$ cat src/rtl/fp_mant_mul_seq.sv
// Iterative shift-and-add significand multiplier: one WIDTH-bit partial-product add per clock.
// Optional zero-operand fast path enabled by defining FP_MUL_ZERO_SKIP_EN.
module fp_mant_mul_seq #(
   parameter int WIDTH = 24
) (
   input  logic               clk,
   input  logic               rst,
   input  logic               start,
   input  logic [WIDTH-1:0]   a_mant,
   input  logic [WIDTH-1:0]   b_mant,
   output logic               busy,
   output logic               done,
   output logic [2*WIDTH-1:0] product
);

   localparam int               CNT_W = $clog2(WIDTH + 1);
   localparam logic [CNT_W-1:0] LAST  = CNT_W'(WIDTH - 1);

   typedef enum logic {IDLE, RUN} state_t;

   state_t             state;
   logic [WIDTH-1:0]   mcand;
   // {upper, lower}; the carry bit is always shifted straight back into upper, so it is not stored
   logic [2*WIDTH-1:0] acc;
   logic [CNT_W-1:0]   cnt;
   logic [WIDTH:0]     sum;
   logic [2*WIDTH-1:0] acc_next;
   logic               zero_op;

`ifdef FP_MUL_ZERO_SKIP_EN
   assign zero_op = (a_mant == '0) || (b_mant == '0);
`else
   assign zero_op = 1'b0;
`endif

   always_comb begin
      sum      = {1'b0, acc[2*WIDTH-1:WIDTH]} + (acc[0] ? {1'b0, mcand} : '0);
      acc_next = {sum, acc[WIDTH-1:1]};
   end

   // NOTE: all state uses non-blocking assignments so every register updates from pre-edge values.
   always_ff @(posedge clk or posedge rst) begin
      if (rst) begin
         state   <= IDLE;
         mcand   <= '0;
         acc     <= '0;
         cnt     <= '0;
         busy    <= 1'b0;
         done    <= 1'b0;
         product <= '0;
      end else begin
         done <= 1'b0;
         case (state)
            IDLE: begin
               if (start) begin
                  if (zero_op) begin
                     product <= '0;
                     done    <= 1'b1;
                  end else begin
                     mcand <= a_mant;
                     acc   <= {{WIDTH{1'b0}}, b_mant};
                     cnt   <= '0;
                     busy  <= 1'b1;
                     state <= RUN;
                  end
               end
            end
            RUN: begin
               acc <= acc_next;
               cnt <= cnt + 1'b1;
               if (cnt == LAST) begin
                  product <= acc_next;
                  done    <= 1'b1;
                  busy    <= 1'b0;
                  state   <= IDLE;
               end
            end
            default: state <= IDLE;
         endcase
      end
   end

endmodule

$ cat config.mk
export PLATFORM = sky130hd
export DESIGN_NAME = fp_mant_mul_seq
export DESIGN_NICKNAME = d
export VERILOG_FILES = /design/src/rtl/fp_mant_mul_seq.sv
export SDC_FILE = /design/constraint.sdc
export NUM_CORES = 1
export LEC_CHECK = 0
export ABC_AREA = 1
export BUFFER_PORTS_ARGS = -buffer_cell sky130_fd_sc_hd__buf_4
export CAP_MARGIN = 10
export CORE_UTILIZATION = 58
export CTS_CLUSTER_SIZE = 25
export DETAILED_ROUTE_END_ITERATION = 16
export PLACE_DENSITY = 0.78
export SLEW_MARGIN = 0
export SYNTH_ARGS = -nofsm -noshare
export SYNTH_HDL_FRONTEND = slang
export SYNTH_SLANG_ARGS = --single-unit
export TNS_END_PERCENT = 20
$ cat constraint.sdc
create_clock -name clk -period 4.3 [get_ports clk]
set_input_delay 0.43 -clock clk [delete_from_list [all_inputs] [get_ports clk]]
set_output_delay 0.43 -clock clk [all_outputs]
set_load 0.02 [all_outputs]
==> qor.tcl <==
set qor(run_status) {complete, no violations}
set qor(yosys.area_share.adder_pct) 4.86
set qor(synth_mux_area_share_pct) 0
set qor(global_route.usage.total_pct) 30.4
set qor(slew_viol_final) 0
set qor(synth_top_family_by_area) {simple AND/OR/NAND/NOR gates}
set qor(setup_violations) 0
set qor(gp_congestion) 0.927
set qor(postCtsSetupRepairBufs) 0
set qor(port-buffer-count) 100
set qor(yosys-top-cells-area) {dfrtp_1 47%, nand2_1 24%, inv_1 6.7%}
set qor(worst_pin_slew_ns) 0.963
set qor(clk-insertion-delay-late_ns) 0.43
set qor(post-synth-top-area-fraction_pct) 46.7
set qor(synth.most_common_cell) {nand2_1}
set qor(start_of_the_worst_register_to_register_path) {state$_DFF_PP0_}
set qor(number_of_cells_produced_by_synthesis) 934
set qor(io-pin-count) 101
set qor(cts_tree) {built}
set qor(cp_endpoint_kind) {flip-flop}
set qor(timing.reg2reg.setup_slack_ns) 1.39
set qor(antenna_found_initial) 0
set qor(first_pass_grt_wire_length_um) 29200
set qor(post-dp-hpwl_um) 11700
set qor(slowest_delay_ns) 0.88
set qor(post_synth_num_cell_types) 31
set qor(clock-sinks) 128
set qor(power.ir.vdd_worst_uv) 560
set qor(critical_path_peak_fanout) 50
set qor(total_of_flip_flops_plus_latches_after_synthesis) 128
set qor(synth_enable_flop_cells) 0
set qor(overflow_left_after_global_routing) 0
set qor(setup_ws_ns) 1.39
set qor(syn_avg_cell_area_um2) 7.34
set qor(antenna_cells) 0
set qor(async_flop_share_pct) 100
set qor(detailedRoute.firstPassIterationCount) 5
set qor(final_nets) 1106
set qor(core.rowCount) 39
set qor(yosys_warnings) 0
set qor(synth.net_count) 1011
set qor(chipHeight_um) 111
set qor(finalHoldWorstSlack_ns) 0.115
set qor(remaining_drc_errors) 0
set qor(synth_xor_area_share_pct) 0.895
set qor(holdBufCountCts) 0
set qor(data_arrival_critical_path_ns) 3.22
set qor(synth-main-ff-cell) {dfrtp_1}
set qor(fin_skew_ns) 0.0101
set qor(grt_start_max_net_pins) 65
set qor(synth.cell_area_mm2) 0.00685
set qor(critPathLaunch) {state$_DFF_PP0_}
set qor(design_power_total_mw) 6.37
set qor(worstHoldPathType) {in -> async}
set qor(flow.area_growth_from_synthesis_pct) 20.8
set qor(cts_buffer_depth) 2
set qor(synth_top_area_cell) {dfrtp_1}
set qor(wire_length_per_cell_after_detailed_routing_um) 14.7
set qor(final.fill_count) 969
set qor(seq_area_frac_synth_pct) 46.7
set qor(post_layout_nonfiller_instances) 1185
set qor(critPathLaunchType) {flip-flop}
set qor(fmax_ghz) 0.344
set qor(worstRegToRegCells) 5
set qor(grt_setup_unrepaired) {false}
set qor(die_area_mm2) 0.0123
set qor(setup-tns-final_ns) 0
set qor(critical-path-slowest-cell) {inv_2}
set qor(placed_cells) 1153
set qor(post_route_cells_drive_above_1_share_pct) 15.0
set qor(first_global_vias) 6005
set qor(routed_via_density) 5.19
set qor(cts_max_level) 4
set qor(yosys.area_share.simple_pct) 33.1
set qor(synthTopCellsByCount) {438 x nand2_1, 128 x dfrtp_1, 123 x inv_1}
set qor(clock-root-buffer) {clkbuf_16}
set qor(initial_utilization_pct) 59.8
set qor(cap_violations) 0
set qor(worstReg2RegEnd) {acc[17]$_DFFE_PP0P_}
set qor(dr.first_iter.drc_count) 499
set qor(timing_hold_violations_final) 0
set qor(num_vias) 6146
set qor(dp_worst_setup_slack_ns) 1.46
set qor(crit_required_ns) 4.62
set qor(clock_input_transition_at_the_sequential_cells_of_the_worst_setup_and_hold_paths_ns) 0.06
set qor(cts_resized) 0
set qor(seqCellArea_mm2) 0.00320
set qor(crit_path_cell_trace) {inv_1, nand2_2, inv_2, nand2_1, o211ai_1}
set qor(critical_path_class) {reg -> reg}
set qor(layout_min_cycle_time_ns) 2.91
set qor(die_width_um) 111
set qor(finalWirelength_um) 17400
set qor(post-route-period-util_pct) 67.7
set qor(powerDensity_mw_per_mm2) 769
set qor(coreArea_mm2) 0.0115
set qor(power_leakage_nw) 4.81
set qor(slew_headroom_pct) 35.7
set qor(synth-compound-area-share_pct) 5.55
set qor(multiInputGateArea_mm2) 0.00305
set qor(cts_buffers) 17
set qor(post_detailed_route_count_of_antenna_violating_nets) 0
## stage by stage
step	util, %	cell area [µm²]
2_1_floorplan	-	6850
3_3_place_gp	67.1	7700
3_5_place_dp	67.1	7700
4_1_cts	72.2	8280
5_1_grt	72.2	8280
6_report	72.2	8280
## cell families (layout without fill, tap and decap cells)
kind of cell | after synthesis | after routing
buf+inv | 156 | 264
xor+xnor | 7 | 7
simple gates | 558 | 558
fa+ha+maj | 26 | 26
flops | 128 | 128
compound gates | 59 | 59
## metal layers
metal / vias up / GRT usage, % / wire length, µm
met3: 24 / 7.33 / 920
met1: 2865 / 41.3 / 8010
li1: 3075 / - / -
met2: 182 / 48.4 / 8170
met4: 0 / 9.51 / 320
met5: - / 0 / 0
## worst max-delay path: cells and delay by family, from the launching register on
family,cells,cell delay (ns)
AO/OA/AOI/OAI,1,0.19
flip-flops,1,0.63
buffers and inverters,2,1.31
AND/OR/NAND/NOR,2,0.62
## how the worst max path moves through the flow
stage                                to  slack (ns)
finish              acc[17]$_DFFE_PP0P_        1.39
global route        acc[47]$_DFFE_PP0P_        1.12
CTS                 acc[47]$_DFFE_PP0P_        1.43
detailed placement  acc[47]$_DFFE_PP0P_        1.46
global placement    acc[47]$_DFFE_PP0P_        1.51
floorplan            acc[0]$_DFFE_PP0P_        0.46
## report_power, final
part / switching, mW / internal [mW]
logic: 1.74 / 1.06
clock network: 0.580 / 0.836
registers: 0.394 / 1.76
total: 2.71 / 3.66
## final cells by class
type | count | area share (%)
Inverter | 126 | 5.74
Timing Repair Buffer | 106 | 9.61
Tap cell | 143 | 2.16
Multi-Input combinational cell | 650 | 36.8
Clock inverter | 13 | 1.56
Clock buffer | 19 | 5.47
Sequential cell | 128 | 38.7
## layout by cell type (no fill, tap or decap), types with 2 or more instances in the layout
cell and instances:
a22o_1 5, clkinv_4 5, inv_1 122, a21oi_1 11, xor2_1 6, nand2_1 437
buf_4 106, a22oi_1 7, nor2_1 31, nor2_4 3, o221ai_1 7, ha_1 25
nand4_1 6, nand3_1 55, inv_2 2, o211ai_1 7, nand3b_1 9, nor2_2 2
clkinv_2 2, nor3_1 5, clkbuf_8 2, o21ai_0 20, nand2_2 8, clkbuf_16 17
inv_6 3, dfrtp_1 128
## state kept, by name (all words and copies together), names as in the netlist
register / count
acc: 48
product: 48
mcand: 24
cnt: 5
busy: 1
done: 1
state: 1
Note: power is estimated with default switching activity, not from simulation.
